`config.mk`:
```
export PLATFORM = sky130hd
export DESIGN_NAME = taxi_mac_pause_ctrl_rx
export DESIGN_NICKNAME = d
export VERILOG_FILES = /design/src/rtl/taxi_mac_ctrl_pkg.sv /design/src/rtl/taxi_mac_pause_timer.sv /design/src/rtl/taxi_mac_pause_ctrl_rx.sv
export SDC_FILE = /design/constraint.sdc
export NUM_CORES = 1
export LEC_CHECK = 0
export ABC_AREA = 0
export BUFFER_PORTS_ARGS = -buffer_cell sky130_fd_sc_hd__buf_2
export CAP_MARGIN = 20
export CORE_MARGIN = 10
export CORE_UTILIZATION = 35
export DETAILED_ROUTE_END_ITERATION = 7
export GPL_TIMING_DRIVEN = 0
export MAX_ROUTING_LAYER = met4
export PLACE_DENSITY = 0.54
export SLEW_MARGIN = 5
export SYNTH_ARGS = -nofsm -noshare
export SYNTH_HDL_FRONTEND = slang
export SYNTH_SLANG_ARGS = --single-unit
```
`constraint.sdc`:
```
create_clock -name clk -period 3.42 [get_ports clk]
set_input_delay 0.513 -clock clk [delete_from_list [all_inputs] [get_ports clk]]
set_output_delay 0.513 -clock clk [all_outputs]
set_load 0.03 [all_outputs]
```
`src/rtl/taxi_mac_ctrl_pkg.sv`:
```
// Shared MAC control constants: opcodes, ethertype and the byte layout of
// the pause-frame parameter field.
package taxi_mac_ctrl_pkg;

  localparam logic [15:0] MCF_OPCODE_LFC = 16'h0001;
  localparam logic [15:0] MCF_OPCODE_PFC = 16'h0101;
  localparam logic [15:0] MCF_ETH_TYPE   = 16'h8808;

  localparam int LFC_TIME_BYTE  = 0;
  localparam int PFC_CEV_BYTE   = 1;
  localparam int PFC_TIME_BYTE0 = 2;

  localparam int LFC_MIN_PARAMS = 2;
  localparam int PFC_MIN_PARAMS = 18;

  // First (most significant) byte of the big-endian pause time for priority k
  function automatic int pfc_time_byte(input int k);
    return PFC_TIME_BYTE0 + 2 * k;
  endfunction

endpackage

```
`src/rtl/taxi_mac_pause_timer.sv`:
```
// One pause channel: a quanta down-counter with a registered request that
// is high while the counter is non-zero.
module taxi_mac_pause_timer #(
  parameter int QUANTA_W = 16
) (
  input  logic                clk,
  input  logic                rst,
  input  logic                en,
  input  logic                load,
  input  logic [QUANTA_W-1:0] load_val,
  input  logic                tick,
  output logic [QUANTA_W-1:0] count,
  output logic                req
);

  logic [QUANTA_W-1:0] count_q, count_d;
  logic                req_q, req_d;

  // Disable beats load, load beats tick, and an idle counter never wraps
  always_comb begin
    count_d = count_q;
    if (!en) begin
      count_d = '0;
    end else if (load) begin
      count_d = load_val;
    end else if (tick && count_q != '0) begin
      count_d = count_q - QUANTA_W'(1);
    end
    req_d = (count_d != '0);
  end

  always_ff @(posedge clk) begin
    if (rst) begin
      count_q <= '0;
      req_q   <= 1'b0;
    end else begin
      count_q <= count_d;
      req_q   <= req_d;
    end
  end

  assign count = count_q;
  assign req   = req_q;

endmodule

```
`src/rtl/taxi_mac_pause_ctrl_rx.sv`:
```
// Receive-side pause control: decodes LFC/PFC control frames from the MCF
// sideband and runs the link and per-priority pause timers.
module taxi_mac_pause_ctrl_rx
  import taxi_mac_ctrl_pkg::*;
#(
  parameter int PFC_EN          = 1,
  parameter int PFC_CH          = 8,
  parameter int QUANTA_W        = 16,
  parameter int MCF_PARAMS_SIZE = 18
) (
  input  logic                         clk,
  input  logic                         rst,
  input  logic                         mcf_valid,
  input  logic [15:0]                  mcf_opcode,
  input  logic [MCF_PARAMS_SIZE*8-1:0] mcf_params,
  input  logic [15:0]                  cfg_rx_lfc_opcode,
  input  logic                         cfg_rx_lfc_en,
  input  logic [15:0]                  cfg_rx_pfc_opcode,
  input  logic                         cfg_rx_pfc_en,
  input  logic                         quanta_tick,
  output logic                         rx_lfc_req,
  output logic [PFC_CH-1:0]            rx_pfc_req,
  output logic [QUANTA_W-1:0]          rx_lfc_quanta,
  output logic                         stat_rx_lfc_pkt,
  output logic                         stat_rx_lfc_xon,
  output logic                         stat_rx_pfc_pkt,
  output logic [PFC_CH-1:0]            stat_rx_pfc_xon
);

  localparam int PW = MCF_PARAMS_SIZE * 8;

  if (PFC_EN != 0 && MCF_PARAMS_SIZE < PFC_MIN_PARAMS) begin : g_chk_pfc_size
    $error("MCF_PARAMS_SIZE too small for PFC decode");
  end
  if (MCF_PARAMS_SIZE < LFC_MIN_PARAMS) begin : g_chk_lfc_size
    $error("MCF_PARAMS_SIZE too small for LFC decode");
  end
  if (PFC_CH < 1 || PFC_CH > 8) begin : g_chk_pfc_ch
    $error("PFC_CH must be 1..8");
  end

  function automatic logic [QUANTA_W-1:0] sat_quanta(input logic [15:0] v);
    logic [31:0] wide;
    wide = {16'd0, v};
    if ((wide >> QUANTA_W) != 32'd0) return {QUANTA_W{1'b1}};
    return QUANTA_W'(wide);
  endfunction

  // Stage 1: register the MCF sideband
  logic          vld_p1_q, vld_p1_d;
  logic [15:0]   opcode_p1_q, opcode_p1_d;
  logic [PW-1:0] params_p1_q, params_p1_d;

  always_comb begin
    vld_p1_d    = mcf_valid;
    opcode_p1_d = mcf_opcode;
    params_p1_d = mcf_params;
  end

  always_ff @(posedge clk) begin
    opcode_p1_q <= opcode_p1_d;
    params_p1_q <= params_p1_d;
    if (rst) vld_p1_q <= 1'b0;
    else     vld_p1_q <= vld_p1_d;
  end

  logic              lfc_hit, pfc_hit, pfc_load_any;
  logic [15:0]       lfc_time;
  logic [PFC_CH-1:0] pfc_cev;

  // LFC takes precedence when both configured opcodes match the frame
  always_comb begin
    lfc_hit      = vld_p1_q && (opcode_p1_q == cfg_rx_lfc_opcode) && cfg_rx_lfc_en;
    pfc_hit      = (PFC_EN != 0) && vld_p1_q && (opcode_p1_q == cfg_rx_pfc_opcode)
                   && cfg_rx_pfc_en && !lfc_hit;
    lfc_time     = {params_p1_q[8*LFC_TIME_BYTE +: 8], params_p1_q[8*(LFC_TIME_BYTE+1) +: 8]};
    pfc_cev      = params_p1_q[8*PFC_CEV_BYTE +: PFC_CH];
    pfc_load_any = pfc_hit && (pfc_cev != '0);
  end

  // Stage 2: timers and statistics
  logic                             stat_lfc_pkt_q, stat_lfc_pkt_d;
  logic                             stat_lfc_xon_q, stat_lfc_xon_d;
  logic                             stat_pfc_pkt_q, stat_pfc_pkt_d;
  logic [PFC_CH-1:0]                stat_pfc_xon_q, stat_pfc_xon_d;
  logic [PFC_CH-1:0][QUANTA_W-1:0]  pfc_count;
  logic [QUANTA_W-1:0]              lfc_load_val;

  always_comb begin
    stat_lfc_pkt_d = lfc_hit;
    stat_lfc_xon_d = lfc_hit && (lfc_time == 16'd0);
    stat_pfc_pkt_d = pfc_load_any;
    lfc_load_val   = sat_quanta(lfc_time);
  end

  taxi_mac_pause_timer #(.QUANTA_W(QUANTA_W)) u_lfc_timer (
    .clk      (clk),
    .rst      (rst),
    .en       (cfg_rx_lfc_en),
    .load     (lfc_hit),
    .load_val (lfc_load_val),
    .tick     (quanta_tick),
    .count    (rx_lfc_quanta),
    .req      (rx_lfc_req)
  );

  if (PFC_EN != 0) begin : g_pfc
    for (genvar k = 0; k < PFC_CH; k++) begin : g_ch
      localparam int TB = pfc_time_byte(k);
      logic [15:0]         pfc_time;
      logic                pfc_load;
      logic [QUANTA_W-1:0] pfc_load_val;

      assign pfc_time          = {params_p1_q[8*TB +: 8], params_p1_q[8*(TB+1) +: 8]};
      assign pfc_load          = pfc_hit && pfc_cev[k];
      assign pfc_load_val      = sat_quanta(pfc_time);
      assign stat_pfc_xon_d[k] = pfc_load && (pfc_time == 16'd0);

      taxi_mac_pause_timer #(.QUANTA_W(QUANTA_W)) u_pfc_timer (
        .clk      (clk),
        .rst      (rst),
        .en       (cfg_rx_pfc_en),
        .load     (pfc_load),
        .load_val (pfc_load_val),
        .tick     (quanta_tick),
        .count    (pfc_count[k]),
        .req      (rx_pfc_req[k])
      );
    end
  end else begin : g_no_pfc
    assign rx_pfc_req     = '0;
    assign stat_pfc_xon_d = '0;
    assign pfc_count      = '0;
  end

  always_ff @(posedge clk) begin
    if (rst) begin
      stat_lfc_pkt_q <= 1'b0;
      stat_lfc_xon_q <= 1'b0;
      stat_pfc_pkt_q <= 1'b0;
      stat_pfc_xon_q <= '0;
    end else begin
      stat_lfc_pkt_q <= stat_lfc_pkt_d;
      stat_lfc_xon_q <= stat_lfc_xon_d;
      stat_pfc_pkt_q <= stat_pfc_pkt_d;
      stat_pfc_xon_q <= stat_pfc_xon_d;
    end
  end

  assign stat_rx_lfc_pkt = stat_lfc_pkt_q;
  assign stat_rx_lfc_xon = stat_lfc_xon_q;
  assign stat_rx_pfc_pkt = stat_pfc_pkt_q;
  assign stat_rx_pfc_xon = stat_pfc_xon_q;

  // Parameter bytes beyond the decoded fields and the PFC counts have no consumer
  logic unused_p1;
  assign unused_p1 = ^{params_p1_q, pfc_count, pfc_hit};

endmodule

```
==> results.ini <==
[floorplan]
die_area_sq_um=48700
die_w_microns=221
io-pin-count=234
start_util_pct=35.4
coreArea_sq_um=39800
row_count=73
die_y_microns=221

[drt]
totalWireLength_microns=48000
drt_first_pass_iters=5
first_iter_violations=891
vias=12621
drc=0
postRouteAntennaNets=0
wire_per_inst_microns=20.1
viasPerCell=5.28

[global_routing]
grt_pass1_vias=12771
globalRouteTotalUtil_pct=19.8
grt_max_degree=14
antenna_found_initial=1
grt_pass1_wl_microns=72800
grt-ovfl-total=0

[timing]
clock_skew_ps=15.3
fmax_ghz=0.308
min_period_ps=3240
final.period_utilization_pct=94.8
rsz0062_at_grt=no
relSlewSlack_pct=28.3
final-max-slew-violation-count=0
max_slew.worst_pin.slew_ps=1080
tns_ps=0
holdWs_ps=60.9
setup_viol_count_final=0
finalHoldViolCount=0

[logic_synthesis]
synth_cells=1569
synth_top_cell_area_share_pct=46.1
synth_cell_types=81
netlist_top_cells_area=dfxtp_1 (46%), nor2_1 (6.1%), xnor2_1 (5.1%)
synth_area_per_cell_sq_um=8.99
netlist_area_sq_um=14100
seq_area_frac_synth_pct=46.1
synthArstFlopShare_pct=0
synth_nets=1785
synth_enable_flop_cells=0
yosysTopAreaCell=dfxtp_1
ys_ff_latch=325
yosys_warnings=0
synth_ff_type=dfxtp_1

[worst_setup_path]
r2r_cells=7
r2r-start=opcode_p1_q[3]
crit_family=simple AND/OR/NAND/NOR gates
path_cells=xnor2_1 > nand3_1 > nor4_4 > o211a_1 > nand2_1 > clkbuf_1 > a211oi_1
crit_buf_inv=1
startpoint=opcode_p1_q[3]
crit_path_max_incr_delay_ps=620
path_max_fanout=10
critPathKind=register to register
cp.required_ps=3850
cp.depth=7
arrival_ps=3670
setup.worst_path.start_class=register
worstSetupEndpointType=register
critPathSlowestCell=nor4_4

[worst_hold_path]
hp-start=mcf_opcode[7]
min_path_type=input port to register
whs_path_depth=1

[clocking]
insertion_delay_ps=550
clkSinkCount=325
numCtsBuffers=37
h-tree-depth=2
cts.clk_slew.worst_paths_ps=60
ctsLongestPathBuffers=3
clockRootBuffer=clkbuf_16
tritoncts=built

[final_layout]
seqCellArea_sq_um=6510
drive_above_1_share_pct=19.2
num-fill-cells=4031
multi_input_comb_area_sq_um=7170
syn_to_final_growth_pct=22.4
nets=2056

[placement]
place_hpwl_microns=36300
place.gp.congestion=0.933
portBuffers=232

[power_and_ir_drop]
p_per_area_nw_per_um2=1210
p_leak_uw=0.00696
vdd_drop_max_v=0.000532
finalPower_uw=20900

[run]
drv_cap=0

[status]
status=finished, final reports clean

==> state kept, by name, summed over array words and instances (netlist names) <==
signal                        count
g_pfc.g_ch.u_pfc_timer.req        8
u_lfc_timer.req                   1
u_lfc_timer.count                16
stat_rx_pfc_xon                   8
params_p1_q                     144
opcode_p1_q                      16
stat_rx_lfc_xon                   1
stat_rx_lfc_pkt                   1
g_pfc.g_ch.u_pfc_timer.count    128
vld_p1_q                          1
stat_rx_pfc_pkt                   1
==> cells in the mapped netlist (all sizes together), types with 5 or more instances <==
| cell type | instances |
|---|---|
| nand2b | 8 |
| and3 | 11 |
| a31oi | 9 |
| nand4b | 10 |
| nor2 | 230 |
| nand4 | 39 |
| and2 | 14 |
| nor3b | 14 |
| nand2 | 104 |
| xor2 | 64 |
| a211oi | 88 |
| o41ai | 5 |
| or3 | 22 |
| nand3 | 50 |
| nor4 | 59 |
| o211ai | 9 |
| o21ai | 51 |
| dfxtp | 325 |
| ha | 18 |
| o2111ai | 5 |
| a21oi | 26 |
| buf | 28 |
| a41oi | 6 |
| and4 | 5 |
| xnor2 | 82 |
| inv | 28 |
| nor4b | 12 |
| nor3 | 79 |
| o31ai | 6 |
| or2 | 8 |
| mux2i | 16 |
| clkbuf | 48 |
| or4 | 28 |
| nand3b | 7 |
| nor2b | 6 |
==> cell usage in the layout (no fill, tap or decap), types with 6 or more instances in the layout <==
master     count
buf_2        247
o211ai_1       8
nor3_1        76
and2_1        13
nor2_1       229
nor4b_1       10
a31oi_1        9
nand2b_1       8
xnor2_1       82
clkbuf_1      54
clkbuf_16     37
or3_1         22
or4_1         25
nand3_1       49
a211oi_1      88
nand2_1      104
ha_1          18
a21oi_1       26
dfxtp_1      325
nor2b_1        6
nand4_1       39
bufinv_16      9
and3_1        11
inv_1         28
xor2_1        64
nand3b_1       7
nand4b_1       9
nor3b_1       14
o21ai_0       49
buf_4          8
mux2i_1       16
or2_2          7
o31ai_1        6
nor4_1        52
==> what timing repair did <==
action / in CTS / in global routing
hold buffers: 0 / 0
endpoints found under the hold margin: 0 / 0
buffers inserted: 0 / 0
setup endpoints to repair: 0 / 1
gates resized for setup: 0 / 1
==> final timing paths <==
| check | to | slack, ps |
|---|---|---|
| max | g_pfc.g_ch[2].u_pfc_timer.count[0] | 180 |
| min | opcode_p1_q[7] | 60 |
| max reg2reg | g_pfc.g_ch[2].u_pfc_timer.count[0] | 180 |
| min reg2reg | stat_rx_pfc_xon[7] | 430 |
==> per-layer routing <==
layer | GRT usage, % | wire length, microns | vias to the layer above
li1 | - | - | 6201
met4 | 8.75 | 1830 | 0
met5 | - | 0 | -
met1 | 24.4 | 20900 | 5943
met2 | 31.5 | 22700 | 377
met3 | 3.14 | 2560 | 100
==> per-stage QoR <==
stage	instance area [sq um]	instances	utilization (%)	setup WS [ps]
2_1_floorplan	14100	1569	-	885
4_1_cts	17300	2391	43.3	193
3_3_place_gp	15900	2326	40.0	-358
3_5_place_dp	15900	2326	40.0	-361
6_report	17300	2392	43.4	178
5_1_grt	17300	2392	43.4	14.2
==> kinds of logic (layout without fill, tap and decap cells) <==
family / count (synthesis) / count (layout) / share of synthesized area [%]
multiplexers: 19 / 19 / 1.37
XOR/XNOR: 146 / 146 / 9.06
AO/OA/AOI/OAI: 244 / 244 / 12.2
buffers and inverters: 104 / 401 / 3.11
AND/OR/NAND/NOR: 713 / 713 / 26.5
adder cells (fa/ha/maj): 18 / 18 / 1.60
other: 0 / 1 / 0
flip-flops: 325 / 325 / 46.1
==> worst register-to-register path: cells and delay by family, from the launching register on <==
kind                      cells  cell delay [ps]
and+or+nand+nor               3             1130
DFF                           1              320
AOI/OAI and AO/OA             2              970
buffers and inverters         1              360
xor gates and xnor gates      1              360
==> power by group <==
| group | switching [uW] | total (uW) | internal (uW) |
|---|---|---|---|
| combinational | 6380 | 11300 | 4880 |
| sequential | 762 | 5290 | 4530 |
| clock | 1620 | 4370 | 2760 |
==> cell type report <==
| cell class | count | share of cell area [%] |
|---|---|---|
| Clock buffer | 47 | 5.81 |
| Sequential cell | 325 | 37.7 |
| Buffer | 76 | 1.93 |
| Timing Repair Buffer | 232 | 6.73 |
| Multi-Input combinational cell | 1140 | 41.5 |
| Inverter | 28 | 0.609 |
| Clock inverter | 18 | 1.90 |
| Antenna cell | 1 | 0.0145 |
| Tap cell | 525 | 3.80 |
(Power assumes the default switching activity.)
